--- src/rtl/alu_cmd_issuer_pkg.sv ---
// alu_cmd_issuer_pkg
// Shared system-controller definitions for the ALU command path:
//   - FSM state encoding of the command issuer (3-bit)
//   - default command opcodes
//   - ALU unit select codes carried in alu_fun[3:2]
package alu_cmd_issuer_pkg;

   localparam logic [7:0] CMD_ALU_OP_DEFAULT  = 8'hCC;
   localparam logic [7:0] CMD_ALU_NOP_DEFAULT = 8'hDD;

   localparam logic [1:0] UNIT_ARITH = 2'b00;
   localparam logic [1:0] UNIT_LOGIC = 2'b01;
   localparam logic [1:0] UNIT_CMP   = 2'b10;
   localparam logic [1:0] UNIT_SHIFT = 2'b11;

   typedef enum logic [2:0] {
      StIdle    = 3'd0,
      StGetA    = 3'd1,
      StGetB    = 3'd2,
      StGetFun  = 3'd3,
      StExec    = 3'd4,
      StWaitRes = 3'd5,
      StSendLo  = 3'd6,
      StSendHi  = 3'd7
   } issuer_state_e;

endpackage

--- src/rtl/alu_cmd_issuer_if.sv ---
// alu_cmd_if
// Bundle of the byte-stream, ALU and transmit signals around the command issuer.
//   master : the issuer (consumes rx/alu result/tx_busy, drives operands, enable, tx, err)
//   slave  : the surrounding datapath (UART RX/TX and ALU)
interface alu_cmd_if;

   logic [7:0]  rx_data;
   logic        rx_valid;
   logic [7:0]  alu_a;
   logic [7:0]  alu_b;
   logic [3:0]  alu_fun;
   logic        alu_en;
   logic [15:0] alu_out;
   logic        alu_out_valid;
   logic [7:0]  tx_data;
   logic        tx_valid;
   logic        tx_busy;
   logic        err;

   modport master (
      input  rx_data, rx_valid, alu_out, alu_out_valid, tx_busy,
      output alu_a, alu_b, alu_fun, alu_en, tx_data, tx_valid, err
   );

   modport slave (
      output rx_data, rx_valid, alu_out, alu_out_valid, tx_busy,
      input  alu_a, alu_b, alu_fun, alu_en, tx_data, tx_valid, err
   );

endinterface

--- src/rtl/alu_cmd_issuer.sv ---
// alu_cmd_issuer
// Collects ALU command frames byte by byte, issues a one-cycle ALU enable with the
// captured function code, waits (bounded) for the 16-bit result and returns it to the
// transmitter low byte first.
// Ports:
//   clk   : clock
//   rst_n : asynchronous active-low reset
//   bus   : alu_cmd_if.master (rx byte stream, ALU operands/function/enable,
//           ALU result, tx byte stream, err pulse)
// All outputs are registered.
module alu_cmd_issuer
   import alu_cmd_issuer_pkg::*;
#(
   parameter logic [7:0]  CMD_ALU_OP  = CMD_ALU_OP_DEFAULT,
   parameter logic [7:0]  CMD_ALU_NOP = CMD_ALU_NOP_DEFAULT,
   parameter int unsigned RES_TIMEOUT = 15
) (
   input logic       clk,
   input logic       rst_n,
   alu_cmd_if.master bus
);

   localparam int unsigned CNT_W = $clog2(RES_TIMEOUT + 1);
   // Counter value seen in the last allowed WAIT_RES cycle (counter starts at 0).
   localparam logic [CNT_W-1:0] CNT_LAST = CNT_W'(RES_TIMEOUT - 1);

   issuer_state_e    state;
   logic [15:0]      result;
   logic [CNT_W-1:0] cnt;

   always_ff @(posedge clk or negedge rst_n) begin
      if (!rst_n) begin
         state       <= StIdle;
         result      <= '0;
         cnt         <= '0;
         bus.alu_a   <= '0;
         bus.alu_b   <= '0;
         bus.alu_fun <= '0;
         bus.alu_en  <= 1'b0;
         bus.tx_data <= '0;
         bus.tx_valid <= 1'b0;
         bus.err     <= 1'b0;
      end else begin
         bus.alu_en <= 1'b0;
         bus.err    <= 1'b0;

         unique case (state)
            StIdle: begin
               if (bus.rx_valid) begin
                  if (bus.rx_data == CMD_ALU_OP) begin
                     state <= StGetA;
                  end else if (bus.rx_data == CMD_ALU_NOP) begin
                     state <= StGetFun;
                  end else begin
                     bus.err <= 1'b1;
                  end
               end
            end

            StGetA: begin
               if (bus.rx_valid) begin
                  bus.alu_a <= bus.rx_data;
                  state     <= StGetB;
               end
            end

            StGetB: begin
               if (bus.rx_valid) begin
                  bus.alu_b <= bus.rx_data;
                  state     <= StGetFun;
               end
            end

            StGetFun: begin
               if (bus.rx_valid) begin
                  // Enable is raised together with the capture so it lands in EXEC.
                  bus.alu_fun <= bus.rx_data[3:0];
                  bus.alu_en  <= 1'b1;
                  state       <= StExec;
               end
            end

            StExec: begin
               cnt   <= '0;
               state <= StWaitRes;
            end

            StWaitRes: begin
               // A result in the expiring cycle still wins over the timeout.
               if (bus.alu_out_valid) begin
                  result       <= bus.alu_out;
                  bus.tx_data  <= bus.alu_out[7:0];
                  bus.tx_valid <= 1'b1;
                  state        <= StSendLo;
               end else if (cnt == CNT_LAST) begin
                  bus.err <= 1'b1;
                  state   <= StIdle;
               end else begin
                  cnt <= cnt + 1'b1;
               end
            end

            StSendLo: begin
               if (!bus.tx_busy) begin
                  bus.tx_data <= result[15:8];
                  state       <= StSendHi;
               end else begin
                  bus.tx_data <= result[7:0];
               end
            end

            StSendHi: begin
               if (!bus.tx_busy) begin
                  bus.tx_valid <= 1'b0;
                  state        <= StIdle;
               end
            end

            default: state <= StIdle;
         endcase

         // Bytes arriving while a command is in flight are dropped, not queued.
         if (bus.rx_valid && (state inside {StExec, StWaitRes, StSendLo, StSendHi})) begin
            bus.err <= 1'b1;
         end
      end
   end

endmodule

--- src/flat_wrapper.sv ---
// flat-port wrapper written by rule: the top's interface ports become plain ports
module alu_cmd_issuer_flat import alu_cmd_issuer_pkg::*;
#(
   parameter logic [7:0]  CMD_ALU_OP  = CMD_ALU_OP_DEFAULT,
   parameter logic [7:0]  CMD_ALU_NOP = CMD_ALU_NOP_DEFAULT,
   parameter int unsigned RES_TIMEOUT = 15
)
  (clk, rst_n, bus_rx_data, bus_rx_valid, bus_alu_out, bus_alu_out_valid, bus_tx_busy, bus_alu_a, bus_alu_b, bus_alu_fun, bus_alu_en, bus_tx_data, bus_tx_valid, bus_err);
  alu_cmd_if bus_i ();
  input logic clk;
  input logic rst_n;
  input wire logic [$bits(bus_i.rx_data)-1:0] bus_rx_data;
  input wire logic [$bits(bus_i.rx_valid)-1:0] bus_rx_valid;
  input wire logic [$bits(bus_i.alu_out)-1:0] bus_alu_out;
  input wire logic [$bits(bus_i.alu_out_valid)-1:0] bus_alu_out_valid;
  input wire logic [$bits(bus_i.tx_busy)-1:0] bus_tx_busy;
  output wire logic [$bits(bus_i.alu_a)-1:0] bus_alu_a;
  output wire logic [$bits(bus_i.alu_b)-1:0] bus_alu_b;
  output wire logic [$bits(bus_i.alu_fun)-1:0] bus_alu_fun;
  output wire logic [$bits(bus_i.alu_en)-1:0] bus_alu_en;
  output wire logic [$bits(bus_i.tx_data)-1:0] bus_tx_data;
  output wire logic [$bits(bus_i.tx_valid)-1:0] bus_tx_valid;
  output wire logic [$bits(bus_i.err)-1:0] bus_err;
  assign bus_i.rx_data = bus_rx_data;
  assign bus_i.rx_valid = bus_rx_valid;
  assign bus_i.alu_out = bus_alu_out;
  assign bus_i.alu_out_valid = bus_alu_out_valid;
  assign bus_i.tx_busy = bus_tx_busy;
  assign bus_alu_a = bus_i.alu_a;
  assign bus_alu_b = bus_i.alu_b;
  assign bus_alu_fun = bus_i.alu_fun;
  assign bus_alu_en = bus_i.alu_en;
  assign bus_tx_data = bus_i.tx_data;
  assign bus_tx_valid = bus_i.tx_valid;
  assign bus_err = bus_i.err;
  alu_cmd_issuer #(.CMD_ALU_OP(CMD_ALU_OP), .CMD_ALU_NOP(CMD_ALU_NOP), .RES_TIMEOUT(RES_TIMEOUT)) u_core (.clk(clk), .rst_n(rst_n), .bus(bus_i));
endmodule
--- config.mk ---
export PLATFORM = sky130hd
export DESIGN_NAME = alu_cmd_issuer_flat
export DESIGN_NICKNAME = d
export VERILOG_FILES = /design/src/rtl/alu_cmd_issuer_pkg.sv /design/src/rtl/alu_cmd_issuer_if.sv /design/src/rtl/alu_cmd_issuer.sv /design/src/flat_wrapper.sv
export SDC_FILE = /design/constraint.sdc
export NUM_CORES = 1
export LEC_CHECK = 0
export BUFFER_PORTS_ARGS = -buffer_cell sky130_fd_sc_hd__buf_4
export CELL_PAD_IN_SITES_DETAIL_PLACEMENT = 1
export CELL_PAD_IN_SITES_GLOBAL_PLACEMENT = 2
export CORE_AREA = 2 2 84 86
export CTS_CLUSTER_SIZE = 14
export DETAILED_ROUTE_END_ITERATION = 12
export DIE_AREA = 0 0 86 88
export GPL_ROUTABILITY_DRIVEN = 0
export PLACE_DENSITY = 0.93
export SETUP_SLACK_MARGIN = 0.2
export SLEW_MARGIN = 20
export SYNTH_ARGS = -nofsm -noshare
export SYNTH_HDL_FRONTEND = slang
export SYNTH_SLANG_ARGS = --single-unit
--- constraint.sdc ---
create_clock -name clk -period 3.45 [get_ports clk]
set_input_delay 0.69 -clock clk [delete_from_list [all_inputs] [get_ports clk]]
set_output_delay 0.69 -clock clk [all_outputs]
set_load 0.02 [all_outputs]
==> flow_summary.toml <==
[status]
result_of_the_run = "finished, final reports clean"

[drt]
drt_pass1_iterations = 4
detail_route.iter0.violations = 66
avgViaCountPerCell = 5.187
postRouteWirelength_mm = 5.354
route.vias.total = 1691
route.detailed.drc = 0
ant_nets = 0
wirelength_per_cell_um = 16.42

[die]
die-height_um = 88
dieWidth_um = 86
core_region_area_um2 = 6644
io_pins = 60
dieArea_um2 = 7568
initial_utilization_pct = 36.37
std_cell_rows = 30

[yosys]
synth_async_sr_flop_share_pct = 100.0
synth.distinct_cells = 38
post_synth_most_frequent_cells = "sky130_fd_sc_hd__dfrtp_1 (54), sky130_fd_sc_hd__mux2_2 (33), sky130_fd_sc_hd__nand2_1 (19)"
syn-instance-count = 188
yosys.area.top_type_share_pct = 55.93
average_size_of_a_mapped_cell_um2 = 12.85
synth_area_leader_cell = "sky130_fd_sc_hd__dfrtp_1"
syn-cell-area_um2 = 2416
post-synth-top-count-cell = "sky130_fd_sc_hd__dfrtp_1"
postSynthNetCount = 219
ys_ff_latch = 54
yosys_warnings = 0
synth.area.top_cells = "sky130_fd_sc_hd__dfrtp_1 (56%), sky130_fd_sc_hd__mux2_2 (15%), sky130_fd_sc_hd__a221o_1 (3.3%), sky130_fd_sc_hd__mux2i_1 (3.3%), sky130_fd_sc_hd__nand2_1 (3.0%)"
synthFlopType = "sky130_fd_sc_hd__dfrtp_1"
synth.yosys.seq_area_share_pct = 55.93
synth-edff-count = 0

[layout]
layout.nets = 276
insertedDiodeCount = 0
finish.utilization_pct = 45.25
layout-drive-gt1-share_pct = 43.50
area.growth.synth_to_final_pct = 24.44

[timing]
setup_viol_count_final = 0
max_clock_freq_mhz = 432.2
aggregate_negative_setup_slack_ns = 0
finClkSkew_ns = 0.008216
maxSlewViolCount = 0
finalWorstPathRequiredPeriod_ns = 2.314
final_hold_viol_count = 0
hold-worst-slack_ns = 0.4243
rsz_0062_raised_after_global_routing = "no"
slew_limit_headroom_pct = 54.21
final.period_utilization_pct = 67.06
tightestPinTransition_ns = 0.6868

[global_route]
grt.total_usage_pct = 14.97
grt_pass1_vias = 1823
grt_first_pass_wirelength_mm = 8.963
grt_start_max_net_pins = 55
antenna_found_initial = 0
globalRouteOverflowTotal = 0

[worst_setup_path]
critical_path.n_buffers_inverters = 0
critical_path.startpoint = "u_core.state[2]$_DFFE_PN0P_"
crit_path_cell_chain = "nand2_1 > nor2_4 > nor2b_1 > a221o_1"
r2r-start = "u_core.state[2]$_DFFE_PN0P_"
worst_reg2reg_endpoint = "u_core.bus.tx_data[3]$_DFFE_PN0P_"
critical-path-slowest-cell = "sky130_fd_sc_hd__dfrtp_1"
worst_ep_required_time_ns = 3.64
worstRegToRegCells = 4
timing.reg2reg.setup_slack_ns = 1.14
crit_path_start_kind = "flop"
slowest_stage_delay_on_critical_path_ns = 0.71
critPathMaxFanout = 25
path_delay_family = "simple AND/OR/NAND/NOR gates"
criticalPathCategory = "reg -> reg"
cp.arrival_ns = 2.50
nature_of_the_critical_path_endpoint = "flop"

[clock_tree]
worst_skew_pair.late_latency_ns = 0.30
cts.reportedPaths.clkPinSlew_ns = 0.09
clock_sink_count = 54
cts_hold_repair.buffers = 0
cts.repair_timing.setup_buffer_count = 0
clock_tree_root_driver_cell = "sky130_fd_sc_hd__clkbuf_8"
h-tree-depth = 2
resized_after_cts = 0
tritoncts = "built"
numCtsBuffers = 5
clockBufferDepth = 2

[power_and_ir_drop]
design_power_total_mw = 2.665
power_density_over_the_cells_nw_per_um2 = 886.5
vdd_ir_drop_max_v = 0.0003470
cellLeakagePower_nw = 1.403

[place]
io_buffers = 59
place_hpwl_mm = 3.914

[min_path]
worst_hold_path_type = "in -> async"

[flow_run]
max_cap_violations = 0
-- per-layer routing --
metal | vias up | routed length, um | global-route usage [%]
met2 | 50 | 2695 | 26.00
met3 | 3 | 328 | 3.393
met1 | 854 | 2310 | 19.64
li1 | 784 | - | -
met4 | 0 | 20 | 2.165
met5 | - | 0 | 0
-- sequential cells by signal, summed over array words and instances (netlist names), 3 cells and up --
| register | count |
|---|---|
| u_core.result | 16 |
| u_core.bus.alu_a | 8 |
| u_core.bus.alu_b | 8 |
| u_core.bus.tx_data | 8 |
| u_core.bus.alu_fun | 4 |
| u_core.cnt | 4 |
| u_core.state | 3 |
-- power by group --
group / internal, mW / total, mW / switching, mW / leakage [nW]
registers: 0.917 / 1.15 / 0.229 / 0.667
clock network: 0.217 / 0.414 / 0.196 / 0.0524
logic: 0.559 / 1.11 / 0.546 / 0.684
-- layout by cell type, fill, tap and decap left out, drive strengths merged, types with 2 or more instances in the layout --
cell type,instances
a41oi,2
a31oi,2
mux2,33
o21ai,6
buf,59
nand2,19
inv,4
a221o,8
dfrtp,54
ha,2
and4bb,2
clkbuf,7
o211ai,2
mux2i,8
nor2b,2
xor2,2
and3,2
nor2,14
nand3,2
a21oi,3
-- layout make-up --
class | count | area, um^2
fillers | 696 | 3637
clock inverters | 1 | 30.03
inverters | 4 | 20.02
repair buffers | 59 | 442.9
well taps | 80 | 100.1
multi-input cells | 121 | 985.9
clock buffers | 7 | 76.32
flip-flops and latches | 54 | 1351
-- worst max-delay path by stage --
stage / cells after the start / slack, ns / to
6_report: 4 / 1.14 / u_core.bus.tx_data[3]$_DFFE_PN0P_
5_1_grt: 4 / 0.97 / u_core.bus.tx_data[3]$_DFFE_PN0P_
4_1_cts: 4 / 1.12 / u_core.bus.tx_data[3]$_DFFE_PN0P_
3_5_place_dp: 4 / 1.13 / u_core.bus.tx_data[0]$_DFFE_PN0P_
3_3_place_gp: 4 / 1.26 / u_core.bus.tx_data[6]$_DFFE_PN0P_
2_1_floorplan: 4 / 1.85 / u_core.result[13]$_DFFE_PN0P_
-- metrics by stage --
stage / setup slack, ns / area, um^2 / cells
after detailed placement: 1.133 / 2900 / 318
final: 1.136 / 3007 / 326
after floorplan: 1.853 / 2416 / 188
after global placement: 1.256 / 2900 / 318
after global routing: 0.9716 / 3007 / 326
after CTS: 1.120 / 3007 / 326
-- worst reg2reg max path, cell delays in order (launching register included) --
cell	delay [ns]
sky130_fd_sc_hd__dfrtp_1	0.71
sky130_fd_sc_hd__nand2_1	0.24
sky130_fd_sc_hd__nor2_4	0.58
sky130_fd_sc_hd__nor2b_1	0.31
sky130_fd_sc_hd__a221o_1	0.36
-- cell families after synthesis --
logic type               count (synthesis)  synth area share (%)
XOR/XNOR                                 3                 1.088
multiplexers                            41                 18.70
adder cells (fa/ha/maj)                  2                 1.036
flip-flops                              54                 55.93
buffers and inverters                   13                 3.262
AO/OA/AOI/OAI                           27                 8.856
AND/OR/NAND/NOR                         48                 11.13
No activity file was read; power rests on OpenSTA's default activity.
